==> config.mk <==
export PLATFORM = sky130hd
export DESIGN_NAME = seq_compare_unit
export DESIGN_NICKNAME = d
export VERILOG_FILES = /design/src/rtl/seq_compare_unit.sv
export SDC_FILE = /design/constraint.sdc
export NUM_CORES = 1
export LEC_CHECK = 0
export BUFFER_PORTS_ARGS = -buffer_cell sky130_fd_sc_hd__buf_2
export CORE_MARGIN = 2
export CORE_UTILIZATION = 50
export DETAILED_ROUTE_END_ITERATION = 6
export GPL_ROUTABILITY_DRIVEN = 0
export PLACE_DENSITY = 0.8
export SYNTH_ARGS = -nofsm -noshare
export SYNTH_HDL_FRONTEND = slang
export SYNTH_SLANG_ARGS = --single-unit
==> constraint.sdc <==
create_clock -name clk -period 2.55 [get_ports clk]
set_input_delay 0.51 -clock clk [delete_from_list [all_inputs] [get_ports clk]]
set_output_delay 0.51 -clock clk [all_outputs]
set_load 0.01 [all_outputs]
==> src/rtl/seq_compare_unit.sv <==
// Multi-cycle magnitude/sign comparator: scans CHUNK bits per cycle from the MSB,
// stops at the first differing chunk, then reports lt/eq/gt, a branch condition and slt.
module seq_compare_unit #(
  parameter int WIDTH = 32,
  parameter int CHUNK = 8
) (
  input  logic             clk,
  input  logic             rst_n,
  input  logic             start,
  input  logic             flush,
  input  logic [WIDTH-1:0] a,
  input  logic [WIDTH-1:0] b,
  input  logic             is_signed,
  input  logic [2:0]       cond,
  output logic             busy,
  output logic             done,
  output logic             lt,
  output logic             eq,
  output logic             gt,
  output logic             cond_true,
  output logic [WIDTH-1:0] slt_out
);

  localparam int NCHUNK = WIDTH / CHUNK;
  localparam int IDXW = (NCHUNK > 1) ? $clog2(NCHUNK) : 1;
  localparam logic [IDXW-1:0] IDX_TOP = IDXW'(NCHUNK - 1);
  localparam logic [WIDTH-1:0] MSB = WIDTH'(1) << (WIDTH - 1);

  typedef enum logic [1:0] {IDLE, SCAN, DONE} state_t;

  state_t state, state_next;
  logic [WIDTH-1:0] op_a, op_b, op_a_shift, op_b_shift;
  logic [IDXW-1:0]  idx;
  logic [2:0]       cond_q;
  logic [CHUNK-1:0] chunk_a, chunk_b;
  logic             chunk_lt, chunk_gt, chunk_eq, finish, accept, cond_eval, sgn;
  logic [WIDTH-1:0] flip;

  assign chunk_a  = op_a[WIDTH-1 -: CHUNK];
  assign chunk_b  = op_b[WIDTH-1 -: CHUNK];
  assign chunk_lt = chunk_a < chunk_b;
  assign chunk_gt = chunk_a > chunk_b;
  assign chunk_eq = ~(chunk_lt | chunk_gt);
  assign finish   = ~chunk_eq | (idx == '0);
  assign accept   = (state == IDLE) && start && !flush;

  // Zero-conditions are always signed; flipping the MSB turns a signed compare into unsigned
  assign sgn  = is_signed | cond[2];
  assign flip = sgn ? MSB : '0;

  assign busy = (state != IDLE);
  assign done = (state == DONE);

  generate
    if (NCHUNK > 1) begin : g_shift
      assign op_a_shift = op_a << CHUNK;
      assign op_b_shift = op_b << CHUNK;
    end else begin : g_noshift
      assign op_a_shift = op_a;
      assign op_b_shift = op_b;
    end
  endgenerate

  always_comb begin
    cond_eval = 1'b0;
    case (cond_q)
      3'd0:       cond_eval = chunk_eq;
      3'd1:       cond_eval = ~chunk_eq;
      3'd2, 3'd4: cond_eval = chunk_lt;
      3'd3, 3'd5: cond_eval = ~chunk_lt;
      3'd6:       cond_eval = chunk_lt | chunk_eq;
      3'd7:       cond_eval = chunk_gt;
      default:    cond_eval = 1'b0;
    endcase
  end

  always_ff @(posedge clk or negedge rst_n) begin
    if (!rst_n) state <= IDLE;
    else        state <= state_next;
  end

  always_comb begin
    state_next = state;
    case (state)
      IDLE:    if (accept) state_next = SCAN;
      SCAN: begin
        if (flush)       state_next = IDLE;
        else if (finish) state_next = DONE;
      end
      DONE:    state_next = IDLE;
      default: state_next = IDLE;
    endcase
  end

  // Results are only written on the final scan step, so flush leaves them untouched
  always_ff @(posedge clk or negedge rst_n) begin
    if (!rst_n) begin
      op_a      <= '0;
      op_b      <= '0;
      idx       <= '0;
      cond_q    <= '0;
      lt        <= 1'b0;
      eq        <= 1'b0;
      gt        <= 1'b0;
      cond_true <= 1'b0;
      slt_out   <= '0;
    end else if (accept) begin
      op_a   <= a ^ flip;
      op_b   <= (cond[2] ? '0 : b) ^ flip;
      cond_q <= cond;
      idx    <= IDX_TOP;
    end else if (state == SCAN && !flush) begin
      if (finish) begin
        lt        <= chunk_lt;
        eq        <= chunk_eq;
        gt        <= chunk_gt;
        cond_true <= cond_eval;
        slt_out   <= WIDTH'(chunk_lt);
      end else begin
        op_a <= op_a_shift;
        op_b <= op_b_shift;
        idx  <= idx - 1'b1;
      end
    end
  end

endmodule

[Word-level counts from Yosys, hierarchy flattened]
Cells that the tools add are included.
Cells by class
  $mul: 0
  muxes and demuxes: 16
  bitwise logic cells: 9
  div/mod/pow operators: 0
  shift operators: 0
  equal/unequal tests: 12
  reduce and logical (&&, ||, !) cells: 14
  add/subtract/negate cells: 1
  magnitude comparators: 2
Operators by type and width (number)
  2-to-1 mux 32 bit: 8
  XOR 32 bit: 2
  equality test 3 bit (second input constant): 4
  2-to-1 mux 2 bit: 6
  greater-than comparator 8 bit: 1
  less-than comparator 8 bit: 1
  equality test 3 x 2 -> 1 bit (second input constant): 2
  case mux 1 bit (6 select lines): 1
  logical NOT 2 bit: 2
  bitwise OR 1 bit: 4
  case mux 2 bit (2 select lines): 1
  AND reduction 2 bit: 2
  nonzero test 2 bit: 2
  OR reduction 2 bit: 2
  equality test 3 x 1 -> 1 bit (second input constant): 1
  logical AND 1 bit: 3
  logical NOT 3 bit: 1
  inequality test 3 bit (second input constant): 1
  inverter 1 bit: 3
  AND reduction 3 bit: 1
  equality test 2 x 1 -> 1 bit (second input constant): 1
  equality test 2 bit (second input constant): 1
  inequality test 2 x 1 -> 1 bit (second input constant): 1
  inequality test 2 bit (second input constant): 1
  2 further kinds: 2
Word-level totals
  bits in latches: 0
  bits in registers: 75
  RAM bits: 0
  output and inout bits: 38
  logic and storage cells: 63
  bits in read-only memories: 0
  memories: 0

[Logic depth before layout (Yosys ltp)]
  depth in word-level cells: 6
  depth in mapped cells: 12
  gate-level depth less buffers: 10

[Least setup slack after synthesis]
Ideal clock, no wire load.
  path kind: register to register
  from: register op_a[25]
  to: register op_b[25]
  path slack: 364 ps
  period minus slack after synthesis: 2186 ps
  data required time: 2426 ps
  arrival time: 2062 ps
  path buffers: 2
  stages on the path, launching flop included: 12
  cells stage by stage: dfrtp_1 > ha_1 > nor2b_1 > o211a_1 > o31ai_4 > nor3_4 > nor2_8 > inv_2 > buf_6 > buf_6 > nor2_1 > a21oi_2
Between the ends
  longest elaborated chain between the ends: 5
RTL lines
  start, declared: RTL line 32  | logic [WIDTH-1:0] op_a, op_b, op_a_shift, op_b_shift;
  start signal, assigned: RTL line 108  | op_a <= a ^ flip;
  start signal, assigned: RTL line 120  | op_a <= op_a_shift;
  less-than comparator 8 bit / greater-than comparator 8 bit (equally long branches): RTL line 41, 42
  bitwise OR 1 bit (*): RTL line 43  | assign chunk_eq = ~(chunk_lt | chunk_gt);
  bitwise OR 1 bit (*): RTL line 44  | assign finish = ~chunk_eq | (idx == '0);
  inequality test 2 x 1 -> 1 bit (no line) (*)
  AND reduction 2 bit (no line) (*)
  end signal, assigned: RTL line 109  | op_b <= (cond[2] ? '0 : b) ^ flip;
  end signal, assigned: RTL line 121  | op_b <= op_b_shift;
  end, declared: RTL line 32
Mark *: on every way between the ends. The rest lies on a longest branch, timed or not.
A chain may end at the register's enable or synchronous reset.

[Final worst setup path]
  from: register op_a[31]
  to: register op_a[29]
Between the ends
  longest elaborated chain between the ends: 5
RTL lines (RTL line)
  less-than comparator 8 bit / greater-than comparator 8 bit (equally long branches): 41, 42
  bitwise OR 1 bit (*): 43
  bitwise OR 1 bit (*): 44
  inequality test 2 x 1 -> 1 bit (no line) (*)
  AND reduction 2 bit (no line) (*)
Marked as above.

==> impl_results.md <==
* Status: completed
* Pre-CTS WS at 0.0327 ns
* Worst-case clock buffer depth at 2
* Main synth FF type: dfrtp_1
* Via count at 3067
* Top-count cell post-synth: dfrtp_1
* EDFF count, synth at 0
* Max VDD drop at 0.000376 V
* Post-route non-filler standard cell count at 569
* TritonCTS clock tree: yes
* Number of routed nets with antenna violations at 0
* Hold_ws at 0.0911 ns
* Vias in the first global route at 2981
* Share of layout cells above drive strength 1 at 28.7%
* Worst skew pair latency at 0.35 ns
* LEAKAGE at 2.21 nW
* # setup viols final at 0
* Vias per cell at 5.39
* Clk pwr share at 27.7%
* Total Neg Setup Slack at 0 ns
* # DRC at 0
* Final net count at 543
* CP endpoint kind: flip-flop
* Final wirelength at 8640 µm
* Final Slew Violations at 0
* Gr ovfl total at 0
* Die Width at 91.8 µm
* Worst Setup Path Type: flip-flop to flip-flop
* Full die area at 8430 µm²
* Max-Cap Viols at 0
* Initial antenna violation count at 0
* Synth unique cells at 47
* Yosys reg bits at 75
* Synth area leader: dfrtp_1
* Synth warn at 0
* Die H at 91.8 µm
* Area Growth Syn to Fin at 16.6%
* PwrDens at 755 nW/µm²
* Starting Density at 50.7%
* Placeable core area at 7610 µm²
* Pin count of the biggest net entering global routing at 58
* Syn_area_per_cell at 9.97 µm²
* CTS buffer count at 9
* Mapped Area at 3860 µm²
* Setup WS post-layout at 0.126 ns
* Diodes inserted at 0
* Synth top area share at 48.7%
* Worst hold path class: primary input to asynchronous set/reset pin
* Placed instance count at 552
* Internal at 2.33 mW
* Worst-path fanout max at 10
* Post-Synthesis Cells at 387
* CTS sink cnt at 75
* Fill count at 665
* P_sw at 1.07 mW
* RSZ-0062 raised after global routing: false
* Sequential Power Share at 46.7%
* Drt wl/cell at 15.2 µm
* CP Launch Type: flip-flop
* Post-route minimum period at 2.42 ns
* Worst Skew at 0.0126 ns
* PortBufs at 78
* Top cells by count, synth: 75 x dfrtp_1, 50 x nand2_1, 44 x nor2_1
* Synth top area cells: dfrtp_1 49%, buf_4 6.2%, nand2_1 4.9%
* Post-layout util at 59.1%
* Cell Rows at 32
* DRT iter0 DRCs at 246
* Fmax at 0.413 GHz
* Switch share at 31.5%
* Root buffer cell: clkbuf_8
* Pre-antenna DRT Iters at 4
* Final period utilization at 95.0%
* Hpwl dp at 5960 µm
* Asr flop ratio synth at 100%
* Hold_buf cts at 0
* CP arrival at 2.69 ns
* Final hold vios at 0
* Data required time of the worst path at 2.81 ns
* Clock slew at reported path FFs at 0.08 ns
* Ports at 110
* Rel. slew slack at 61.5%
* Combinational share of power at 25.6%
* Post-synthesis sequential area ratio at 48.7%
* First-pass GRT wire length at 14100 µm
* Total track usage at 21.2%
* Htree depth at 3
* Worst Tran Pin Value at 0.574 ns
## area by class of cell
| type | instances | area, µm² | area share, % |
|---|---|---|---|
| Clock buffer | 12 | 155 | 3.45 |
| Multi-Input combinational cell | 274 | 1680 | 37.4 |
| Clock inverter | 4 | 48.8 | 1.08 |
| Inverter | 13 | 51.3 | 1.14 |
| Tap cell | 102 | 128 | 2.84 |
| Sequential cell | 75 | 1880 | 41.7 |
| Timing Repair Buffer | 89 | 554 | 12.3 |
## cells by family after synthesis
group	after synthesis	synth area share (%)
AO/OA/AOI/OAI	101	20.8
XOR/XNOR	3	0.681
adder cells (fa/ha/maj)	9	2.92
buffers and inverters	68	11.1
flip-flops	75	48.7
other	1	0.0972
AND/OR/NAND/NOR	130	15.8
## power by group through the flow
stage	logic, mW	registers [mW]	clock network, mW
4_1_cts	0.866	1.58	0.954
3_5_place_dp	0.856	1.60	0
6_report	0.870	1.59	0.940
2_1_floorplan	0.645	1.57	0
5_1_grt	0.973	1.61	1.00
3_3_place_gp	0.821	1.59	0
## layout by cell type (no fill, tap or decap), drive strengths merged, types with 11 or more instances in the layout
cell    Yosys  final
a22oi      23     23
clkbuf     11     12
dfrtp      75     75
a221o      11     11
nand2      50     50
buf        44     89
inv        13     13
nor2       46     46
conb        1     31
nand3      15     15
a21oi      28     28
## worst max-delay path, cell delays in order, from the launching register on
cell,delay [ns]
dfrtp_1,0.39
ha_1,0.32
nand4_1,0.24
nor2_4,0.26
o31ai_4,0.13
nor3_4,0.33
nor2_8,0.10
inv_4,0.17
buf_4,0.18
nor2_1,0.05
a31oi_1,0.15
## path summary, 6_finish.rpt
path / start / to / slack (ns) / cells after the start
setup reg to reg: op_a[31] / op_a[29] / 0.13 / 10
hold reg to reg: op_a[2] / op_a[2] / 0.51 / 2
min in group clk: a[6] / op_a[6] / 0.34 / 3
setup / recovery: op_a[31] / op_a[29] / 0.13 / 10
max in group asynchronous: rst_n / op_a[25] / 1.89 / 2
hold / removal: rst_n / op_a[6] / 0.09 / 1
## registers in the layout, indices dropped and copies added, names as in the netlist
signal / flops
cond_q: 3
cond_true: 1
eq: 1
gt: 1
idx: 2
op_a: 32
op_b: 32
slt_out: 1
state: 2
## metal layers
metal | wire length [µm] | GRT usage, % | up-vias
met3 | 379 | 3.78 | 18
met4 | 208 | 10.9 | 0
met1 | 3740 | 28.0 | 1484
li1 | - | - | 1462
met5 | 0 | 0 | -
met2 | 4320 | 33.5 | 103
## per-stage QoR
stage / power (mW) / cell area, µm²
floorplan: 2.21 / 3970
global placement: 2.41 / 4270
detailed placement: 2.46 / 4270
CTS: 3.40 / 4480
global route: 3.58 / 4500
finish: 3.40 / 4500
## what timing repair did
action,CTS,global route
setup buffers,0,1
endpoints found under the setup margin,0,35
hold endpoints to repair,0,0
gates resized for setup,0,4
Note: power is estimated with default switching activity, not from simulation.
